<file path="config.mk">
export PLATFORM = sky130hd
export DESIGN_NAME = sipo_rx
export DESIGN_NICKNAME = d
export VERILOG_FILES = /design/src/rtl/sipo_rx_pkg.sv /design/src/rtl/sipo_core.sv /design/src/rtl/sipo_rx.sv
export SDC_FILE = /design/constraint.sdc
export NUM_CORES = 1
export LEC_CHECK = 0
export CORE_AREA = 3 3 40 42
export DETAILED_ROUTE_END_ITERATION = 10
export DIE_AREA = 0 0 43 45
export HOLD_SLACK_MARGIN = 0.15
export PLACE_DENSITY = 0.59
export SYNTH_ARGS = -nofsm -noshare
export SYNTH_HDL_FRONTEND = slang
export SYNTH_HIERARCHICAL = 1
export SYNTH_SLANG_ARGS = --single-unit
</file>
<file path="constraint.sdc">
create_clock -name clk -period 1.75 [get_ports clk]
set_input_delay 0.525 -clock clk [delete_from_list [all_inputs] [get_ports clk]]
set_output_delay 0.525 -clock clk [all_outputs]
set_load 0.1 [all_outputs]
</file>
<file path="src/rtl/sipo_rx_pkg.sv">
// Shared constants and types for the serial-in/parallel-out receiver.
package sipo_rx_pkg;

  localparam int WIDTH_DEFAULT = 3;
  localparam int CNT_W_DEFAULT = $clog2(WIDTH_DEFAULT);

  typedef enum logic {
    BUF_EMPTY = 1'b0,
    BUF_FULL  = 1'b1
  } buf_state_e;

  function automatic int cntWidth(input int w);
    return (w < 2) ? 1 : $clog2(w);
  endfunction

endpackage

</file>
<file path="src/rtl/sipo_core.sv">
// Bit assembler: MSB-first shift register plus bit counter, flags the bit that completes a word.
module sipo_core
  import sipo_rx_pkg::*;
#(
  parameter int WIDTH = WIDTH_DEFAULT,
  localparam int CW = cntWidth(WIDTH)
) (
  input  logic             i_clk,
  input  logic             i_rstN,
  input  logic             i_clr,
  input  logic             i_shift,
  input  logic             i_si,
  output logic [WIDTH-1:0] o_word,
  output logic [CW-1:0]    o_count,
  output logic             o_done
);

  localparam logic [CW-1:0] LAST = CW'(WIDTH - 1);

  // Only WIDTH-1 bits need storing: the final bit is taken live from si on the completing edge.
  logic [WIDTH-2:0] r_shreg;
  logic [CW-1:0]    r_count;
  logic [WIDTH-1:0] w_assembled;
  logic             w_lastBit;

  assign w_assembled = {r_shreg, i_si};
  assign w_lastBit   = (r_count == LAST);

  always_ff @(posedge i_clk or negedge i_rstN) begin
    if (!i_rstN) begin
      r_shreg <= '0;
      r_count <= '0;
    end else if (i_clr) begin
      r_shreg <= '0;
      r_count <= '0;
    end else if (i_shift) begin
      r_shreg <= w_assembled[WIDTH-2:0];
      r_count <= w_lastBit ? '0 : r_count + 1'b1;
    end
  end

  assign o_word  = w_assembled;
  assign o_count = r_count;
  assign o_done  = i_shift & ~i_clr & w_lastBit;

endmodule

</file>
<file path="src/rtl/sipo_rx.sv">
// Serial receiver top: one-deep output buffer with ack handshake and sticky overrun flag.
module sipo_rx
  import sipo_rx_pkg::*;
#(
  parameter int WIDTH = WIDTH_DEFAULT
) (
  input  logic             clk,
  input  logic             rst,
  input  logic             clr,
  input  logic             shift,
  input  logic             si,
  input  logic             ack,
  output logic [WIDTH-1:0] pout,
  output logic             valid,
  output logic             busy,
  output logic             ovr
);

  localparam int CW = cntWidth(WIDTH);

  logic [WIDTH-1:0] w_word;
  logic [CW-1:0]    w_count;
  logic             w_done;
  logic             w_load;
  logic             w_setOvr;
  buf_state_e       w_nextState;

  buf_state_e       r_state;
  logic [WIDTH-1:0] r_pout;
  logic             r_ovr;

  sipo_core #(
    .WIDTH(WIDTH)
  ) u_core (
    .i_clk  (clk),
    .i_rstN (rst),
    .i_clr  (clr),
    .i_shift(shift),
    .i_si   (si),
    .o_word (w_word),
    .o_count(w_count),
    .o_done (w_done)
  );

  always_ff @(posedge clk or negedge rst) begin
    if (!rst) begin
      r_state <= BUF_EMPTY;
      r_pout  <= '0;
      r_ovr   <= 1'b0;
    end else begin
      r_state <= w_nextState;
      if (w_load) r_pout <= w_word;
      if (clr) r_ovr <= 1'b0;
      else if (w_setOvr) r_ovr <= 1'b1;
    end
  end

  // A completed word arriving while full is only accepted if the consumer drains the buffer on that same edge.
  always_comb begin
    w_nextState = r_state;
    w_load      = 1'b0;
    w_setOvr    = 1'b0;
    case (r_state)
      BUF_EMPTY: begin
        if (w_done) begin
          w_nextState = BUF_FULL;
          w_load      = 1'b1;
        end
      end
      BUF_FULL: begin
        if (w_done && ack) begin
          w_load = 1'b1;
        end else if (w_done) begin
          w_setOvr = 1'b1;
        end else if (ack) begin
          w_nextState = BUF_EMPTY;
        end
      end
      default: w_nextState = BUF_EMPTY;
    endcase
  end

  assign pout  = r_pout;
  assign valid = (r_state == BUF_FULL);
  assign busy  = (w_count != '0);
  assign ovr   = r_ovr;

endmodule

</file>
* After elaboration in Yosys (flattened, before gate mapping)
Index checks and enable logic that the tools add are counted.
Storage, ports and cells: register bits 9, bits of input ports 6, output and inout bits 6, logic and storage cells 31
Operators by class: $add $sub $neg 1, equality and inequality tests 1, mux-type cells 16, bitwise logic cells 4, reduce and logical (&&, ||, !) cells 4
Operator list (number):
- $mux W2 | 5
- $mux W1 | 9
- $reduce_bool A2 Y1 | 3
- $pmux W1 S2 | 2
- $add A2 B1 Y2 const B | 1
- $and A1 B1 Y1 | 2
- $eq A2 B2 Y1 const B | 1
- $not A1 Y1 | 2
- $logic_and A1 B1 Y1 | 1

* Longest topological paths before layout
depth in word-level cells 8, gate-level depth with buffers 5, gate-level depth less buffers 4

* By module
The synthesis kept the hierarchy.
Modules (own cells, without submodules):
- sipo_rx | instances 1, cells each 15, area each 222.7 um2, sequential area each 125.1 um2
- sipo_core | instances 1, cells each 18, area each 193.9 um2, sequential area each 100.1 um2

* Least setup slack after synthesis
Ideal clock, no wire load.
path type flip-flop to flip-flop, from register r_state (netlist: valid), to register r_pout[0] (netlist: pout[0]), setup time 0.125 ns, arrival time 1.452 ns, required time 1.625 ns, setup slack 0.172 ns, cell stages (with the launch flop) 4, buffers on the path 0, clock period less this slack 1.578 ns, path through dfrtp_1 -> nand2b_4 -> nand2_4 -> mux2_4
Between the ends: word-level cells in the longest chain between the ends 2
RTL lines:
- start, declared | line sipo_rx.sv:28 | buf_state_e r_state;
- start signal, assigned | line sipo_rx.sv:51 | r_state <= w_nextState;
- $not A1 Y1
- $pmux W1 S2 (*) | line sipo_rx.sv:63 | case (r_state)
- end signal, assigned | line sipo_rx.sv:52 | if (w_load) r_pout <= w_word;
- end, declared | line sipo_rx.sv:29 | logic [WIDTH-1:0] r_pout;
Mark *: on every way between the ends. The rest lies on a longest branch, timed or not. A chain may end at the register's enable or synchronous reset.

* Worst setup path after layout
from register u_core.r_count[0] (netlist: u_core/o_count[0]), to output busy
Between the ends: word-level cells in the longest chain between the ends 1
RTL lines:
- start, declared | line sipo_core.sv:22 | logic [CW-1:0] r_count;
- start signal, assigned | line sipo_core.sv:38 | r_count <= w_lastBit ? '0 : r_count + 1'b1;
- $reduce_bool A2 Y1 | line sipo_rx.sv:85 | assign busy = (w_count != '0);
- end, declared | line sipo_rx.sv:15 | output logic busy,
No other way between the ends.

==> impl_results.md <==
* Status: complete, no violations
* Clock-pin slew on the worst setup and hold paths at 0.06 ns
* Post-route cell area at 654 um2
* Gate Count Post-Synth at 33
* Initial drt markers at 2
* Synth Warn # at 6
* # diodes at 0
* Max-Cap Viols at 0
* Hold_buf cts at 0
* Max Fclk at 594 MHz
* Total number of vias at 306
* DRT antenna net count at 0
* Die Area at 1940 um2
* VDD IR max at 315 uV
* WP data arrival at 1.16 ns
* Clock Root Buffer: clkbuf_4
* Final setup viols at 0
* Post_cts resized at 0
* Critical Path RT at 1.22 ns
* Pwr Total at 596 uW
* PwrDens at 911 nW/um2
* Starting Density at 0.324
* Placed Cells at 61
* Worst reg-to-reg path cell count at 4
* Routed len/inst at 12.8 um
* Sink Count at 9
* Ratio of cells with drive above 1 in the final layout at 0.412
* Placed instance area at 621 um2
* Worst hold path class: reg -> reg
* Reg2reg start: u_core/o_count[0]
* Period utilisation layout at 0.962
* Layout Cells excl Fill at 66
* RSZ-0062 raised after global routing: false
* Core box area at 1280 um2
* Critical Path End Type: output port
* Total wire length at 842 um
* Setup TNS at 0 ns
* Post-synthesis cell type count at 18
* Final Hold Viols at 0
* WHS at 0.518 ns
* Placement Setup Slack at -0.0770 ns
* Reg2Reg Setup Slack at 0.53 ns
* Pins over their slew limit at 0
* Pin count of the biggest net entering global routing at 10
* Skew-Pair Late Insertion Delay at 0.26 ns
* Worst Setup EP: busy
* Yosys top cell area share at 0.541
* Worst-path maximum fanout at 5
* Final Critical Period at 1.68 ns
* CTS HTree Levels at 1
* Worst-Margin Slew at 0.419 ns
* Nets at 58
* Setup ws final at 0.0658 ns
* Leakage at 0.320 nW
* Syn_nets at 39
* GR Overflow Total at 0
* Synthesized area at 417 um2
* Reg2reg end: pout[1]
* Detail Placement HPWL at 646 um
* Seq cells post-synth at 9
* Final GP Congestion at 0.688
* Sequential area share after synthesis at 0.541
* Clk buf depth at 2
* Max transition margin at 0.720
* Synth Area per Inst at 12.6 um2
* Area delta synth->final at 57.1%
* Crit path kind: reg -> out
* 1st-pass router iterations at 3
* Layout Skew at 0.00172 ns
* Final core occ at 0.509
* I/O pins at 12
* DRC violations left at 0
* DIE WIDTH at 43 um
* Die Height at 45 um
* CTS tree: yes
* Drt via density at 4.64
* Ranking of synthesized cells by area: dfrtp_1 54%, mux2_4 11%, mux2i_1 4.8%
* First-pass GRT wire length at 1.47 mm
* Port buffer count at 11
* Crit path launch: u_core/o_count[0]
* Number of global-route vias before repair at 323
* Total track usage at 0.114
* Initial antenna violation count at 0
* Crit path launch type: flop
* Dominant cell type by area after synthesis: dfrtp_1
* Cell Rows at 13
* Inserted Clock Buffers at 3
## state kept, by name, indices dropped and copies added, names as in the netlist
register,count
u_core/r_shreg,2
u_core/o_count,2
ovr,1
pout,3
valid,1
## repair_timing
item / CTS / global route
endpoints found under the setup margin: 0 / 1
setup buffers: 0 / 1
hold endpoints to repair: 0 / 0
## worst max-delay path: stages, from the launching register on
cell and delay (ns):
dfrtp_1 0.41, or2_2 0.31, buf_12 0.17
## logic make-up after synthesis
| kind of cell | after synthesis | synth area share |
|---|---|---|
| flip-flops | 9 | 0.541 |
| AO/OA/AOI/OAI | 3 | 0.0480 |
| buffers and inverters | 3 | 0.0450 |
| multiplexers | 5 | 0.156 |
| AND/OR/NAND/NOR | 13 | 0.210 |
## cells in the final DEF, fill, tap and decap left out, drive strengths merged
cell,instances
or2,1
nand2b,3
clkbuf,4
nand3b,1
a31oi,1
a21oi,2
mux2i,2
or3b,1
nor3,1
dfrtp,9
or2b,1
nor2,3
inv,1
mux2,3
clkdlybuf4s50,5
nand2,2
buf,11
## worst min path at each step
stage                                  from       to  slack [ns]  cells after the start
after floorplan                         rst      ovr        0.23                      0
after global placement    u_core/r_shreg[1]  pout[2]        0.49                      1
after detailed placement  u_core/r_shreg[1]  pout[2]        0.50                      1
after CTS                 u_core/r_shreg[1]  pout[2]        0.52                      1
after global routing      u_core/r_shreg[1]  pout[2]        0.56                      1
final                     u_core/r_shreg[1]  pout[2]        0.52                      1
## power breakdown
part / leakage (nW) / switching (mW) / total, mW / internal, mW
Sequential: 0.122 / 0.0157 / 0.238 / 0.223
Clock: 0.0150 / 0.0694 / 0.157 / 0.0877
Combinational: 0.183 / 0.118 / 0.201 / 0.0830
Total: 0.320 / 0.203 / 0.596 / 0.393
## synthesized netlist by cell type
master,number
a21oi_1,1
a21oi_2,1
a31oi_1,1
buf_4,2
dfrtp_1,9
inv_1,1
mux2_4,3
mux2i_1,2
nand2_1,1
nand2_4,1
nand2b_1,2
nand2b_4,1
nand3b_1,1
nor2_1,3
nor3_1,1
or2_2,1
or2b_1,1
or3b_1,1
## routing by layer
layer	track usage	part of all wire	vias to the layer above
met5	0	0	-
met4	0.108	0.015	0
met3	0.0518	0.061	2
met2	0.192	0.54	9
met1	0.0998	0.38	151
li1	-	-	144
## final cells by class
cell class	instances	area (um2)
tap	15	18.8
multi-input combinational	21	173
clock buffer	4	26.3
sequential	9	225
inverter	1	3.75
timing repair buffer	16	208
fill	116	631
(Power assumes the default switching activity.)
==> patch 1: new RTL, same settings <==
Set the package constant `WIDTH_DEFAULT` to 4 (it was 3).
--- a/src/rtl/sipo_rx_pkg.sv
+++ b/src/rtl/sipo_rx_pkg.sv
@@ -3,3 +3,3 @@
 
-  localparam int WIDTH_DEFAULT = 3;
+  localparam int WIDTH_DEFAULT = 4;
   localparam int CNT_W_DEFAULT = $clog2(WIDTH_DEFAULT);
Interface: changed (resized pout); port bits go from 12 to 13. The function was not compared with the original's and may differ.
==> patch 1 against the original RTL <==
  * Final area up 14%
  * Clock power is 8% higher
  * Die area stayed put
  * Wire length rose by 11%
  * Setup slack better by 0.0017 ns
  * Sequential cell count increased by 2
  * Power increased by 1.8%
  * Synthesized cell count up 15%
  * Synthesized area rose by 21%
  * Largest power group unchanged
  * Highest routed layer is now met3
==> patch 1: results (changes against the original RTL) <==
status: complete, no violations
number of fill cells in the layout: 107 (-7.8%)
DP Area: 718 um^2 (+16%)
P&R area growth vs syn: 47.3%
Clock net power: 170 uW (+8%)
Lkg Pwr: 0.000377 uW (+18%)
synth top area cells: dfrtp_1 54%, mux2_4 12%, mux2i_1 7.9%
post-detail-place hpwl: 783 um (+21%)
fraction of area in registers: 37.0% (+2.6 points)
Layout non-clock buf frac: 28.6% (-3.2 points)
Initial DRC Count: 1 (-1)
placed cells: 66 (+8.2%)
Worst VDD drop: 0.412 mV (+31%)
number of global-route vias before repair: 375 (+16%)
share of layout cells above drive strength 1: 38.2% (-3.0 points)
drt pass-1 iters: 2 (-1)
post-synthesis adder-cell area fraction: 2.48% (+2.5 points)
multi-input logic area: 208 um^2 (+20%)
multiplexer share of the synthesized area: 19.8% (+4.2 points)
first-pass GRT wire length: 1610 um (+9.4%)
worst setup slack after placement: -0.0632 ns (+0.0138 ns)
biggest fanout along the worst timing path: 3 (-2)
top post-synthesis cells by count: 11 x dfrtp_1, 6 x nor2_1, 4 x mux2_4, 4 x mux2i_1
Layout Cells excl Fill: 70 (+6.1%)
Placer Congestion: 0.729 (+6.0%)
Post-Route WL: 931 um (+11%)
internal power: 420 uW (+6.9%)
Via Count: 337 (+10%)
sequential share of power: 45.7% (+5.7 points)
compound-cell area share of the yosys netlist: 2.97% (-1.8 points)
CTS sink count: 11 (+2)
total power per unit cell area: 815 nW/um^2 (-11%)
Mapped Nets: 45 (+15%)
comb_multi_in: 24 (+14%)
Yosys top cell area share: 54.5% (+0.40 points)
register area share after synthesis: 54.5% (+0.40 points)
Post-synth ARST share: 100% (unchanged)
Clock Network Area Fraction: 3.53% (-0.49 points)
==> patch 1: worst paths after layout <==
kind | from | cells past startpoint | slack (ns) | end
max | u_core/o_count[1] | 2 | 0.07 | busy
min | u_core/r_shreg[2] | 1 | 0.54 | pout[3]
max reg2reg | u_core/o_count[0] | 5 | 0.40 | pout[0]
min reg2reg | u_core/r_shreg[2] | 1 | 0.54 | pout[3]
max in group asynchronous | rst | 1 | 0.85 | u_core/r_shreg[1]
min in group asynchronous | rst | 1 | 0.58 | u_core/o_count[0]
==> patch 1: critical path: stages, from the launching register on <==
cell	delay (ns)
dfrtp_1	0.40
or2_2	0.32
buf_12	0.17
==> patch 1: per-layer routing <==
| layer | wire length, um | vias to the layer above | GRT usage [%] | share of wire [%] |
|---|---|---|---|---|
| met1 | 382 | 165 | 12.8 | 41 |
| met5 | 0 | - | 0 | 0 |
| met3 | 54 | 0 | 5.18 | 5.8 |
| li1 | - | 160 | - | - |
| met4 | 0 | 0 | 5.42 | 0 |
| met2 | 494 | 12 | 20.1 | 53 |
==> patch 2: new RTL, same settings <==
Without the edit above. One comparison of `r_count` changes from == to >=.
--- a/src/rtl/sipo_core.sv
+++ b/src/rtl/sipo_core.sv
@@ -26,3 +26,3 @@
   assign w_assembled = {r_shreg, i_si};
-  assign w_lastBit   = (r_count == LAST);
+  assign w_lastBit   = (r_count >= LAST);
 
Check against the original RTL: no difference found for any inputs over 10 cycles, from zero or initial values and one cycle with rst low; that may be too few to reach the edited logic, so the function may still have changed.
==> patch 2 against the original RTL <==
  * Die area did not move
  * Sequential cell count did not move
  * Global-route usage fell by 1.8 points
  * Setup slack got worse by 0.012 ns
  * Sequential share of layout area did not move
  * Synthesized area fell by 1.8%
  * Wire length fell by 12%
  * Utilization did not move
  * Power rose by 6.8%
  * Fmax fell by 0.68%
  * Final area did not move
==> patch 2: results (changes against the original RTL) <==
number of fill cells in the layout: 116 (unchanged)
Placer Congestion: 0.706 (+2.6%)
biggest fanout along the worst timing path: 3 (-2)
drt pass-1 iters: 2 (-1)
first-pass GRT wire length: 1280 um (-13%)
Lkg Pwr: 0.000331 uW (+3.4%)
total CTS buffers: 3 (unchanged)
Initial DRC Count: 4 (+2)
number of post-CTS setup repair buffers: 0 (unchanged)
Clock Pin Slew Worst Setup and Hold Paths: 0.06 ns (about the same)
Yosys cell types: 15 (-3)
skew final: 0.00427 ns (+0.00254 ns)
max reg flops: 3 (unchanged)
Antenna Cells: 0 (unchanged)
Crit path arrival time: 1.17 ns
Clock Tree Buf Depth: 2 (unchanged)
number of global-route vias before repair: 309 (-4.3%)
class of the worst hold path: flip-flop to flip-flop
synth top area cells: dfrtp_1 55%, mux2_4 11%, mux2i_1 4.9%
gr usage total: 9.59% (-1.8 points)
Via Count: 291 (-4.9%)
largest net degree at the start of global routing: 10 (unchanged)
Post-synth ARST share: 100% (unchanged)
initial antenna violation count: 0 (unchanged)
Worst VDD drop: 0.380 mV (+21%)
register area share after synthesis: 55.0% (+0.99 points)
Yosys warnings: 6 (unchanged)
share of layout cells above drive strength 1: 42.0% (+0.82 points)
sw frac: 35.5% (+1.5 points)
status: complete, no violations
final net count: 57 (-1.7%)
Mapped Nets: 37 (-5.1%)
worst-margin pin slew: 0.407 ns (-0.0121 ns)
cts repair resizes: 0 (unchanged)
drt wl/cell: 11.4 um (-11%)
Clock Latency Late Sink: 0.26 ns (about the same)
CTS Root Cell: clkbuf_4
top post-synthesis cells by count: 9 x dfrtp_1, 5 x nor2_1, 3 x mux2_4
H-tree depth: 1 (unchanged)
Port-buffer cells: 11 (unchanged)
patch 2: changes by cell type after synthesis, sizes merged:
cell    change
nand2b      -2
a21oi       -2
nor3        -1
a22o        +2
nor2        +2
nand2       -1
nor2b       +2
nand3b      -1
and2        +1
buf         -1
or3b        -1
patch 2: path summary, 6_finish.rpt:
check | start | to | slack [ns] | cells after the start
min in group asynchronous | rst | pout[0] | 0.56 | 1
max | u_core/o_count[1] | busy | 0.05 | 2
max reg2reg | u_core/o_count[1] | pout[0] | 0.55 | 4
max in group asynchronous | rst | u_core/o_count[1] | 0.90 | 1
min | u_core/r_shreg[1] | pout[2] | 0.51 | 1
min reg2reg | u_core/r_shreg[1] | pout[2] | 0.51 | 1
patch 2: metal layers:
layer	track usage, %	vias up	routed length, um
met1	10.4	138	288
li1	-	139	-
met3	2.79	2	54
met2	15.0	12	373
met4	9.04	0	23
met5	0	-	0
patch 2: logic make-up after synthesis:
kind of cell	synth area share, %
compound gates	5.81
flops	55.0
mux	15.9
buf+inv	2.75
simple gates	20.5
patch 2: cell type report:
cell class	count	area, um^2	area share, %
Inverter	1	3.75	0.574
Tap cell	15	18.8	2.87
Clock buffer	4	26.3	4.02
Sequential cell	9	225	34.4
Multi-Input combinational cell	20	173	26.4
Timing Repair Buffer	16	208	31.7
patch 2: critical path: stages, from the launching register on:
cell,delay [ns]
dfrtp_1,0.40
or2_2,0.34
buf_12,0.18
patch 2: power by group through the flow:
stage / combinational, uW / clock, uW / sequential (uW)
after global routing: 241 / 179 / 245
after global placement: 231 / 0 / 246
after detailed placement: 234 / 0 / 248
final: 234 / 160 / 243
after CTS: 234 / 167 / 244
after floorplan: 58.3 / 0 / 324
patch 2: metrics by stage:
step | TNS, ns | cells | area (um^2) | worst slack [ns]
floorplan | 0 | 31 | 409 | 0.172
global placement | -0.220 | 60 | 621 | -0.0715
detailed placement | -0.287 | 60 | 621 | -0.0937
CTS | 0 | 64 | 647 | 0.0130
global route | 0 | 65 | 654 | 0.0103
finish | 0 | 65 | 654 | 0.0542
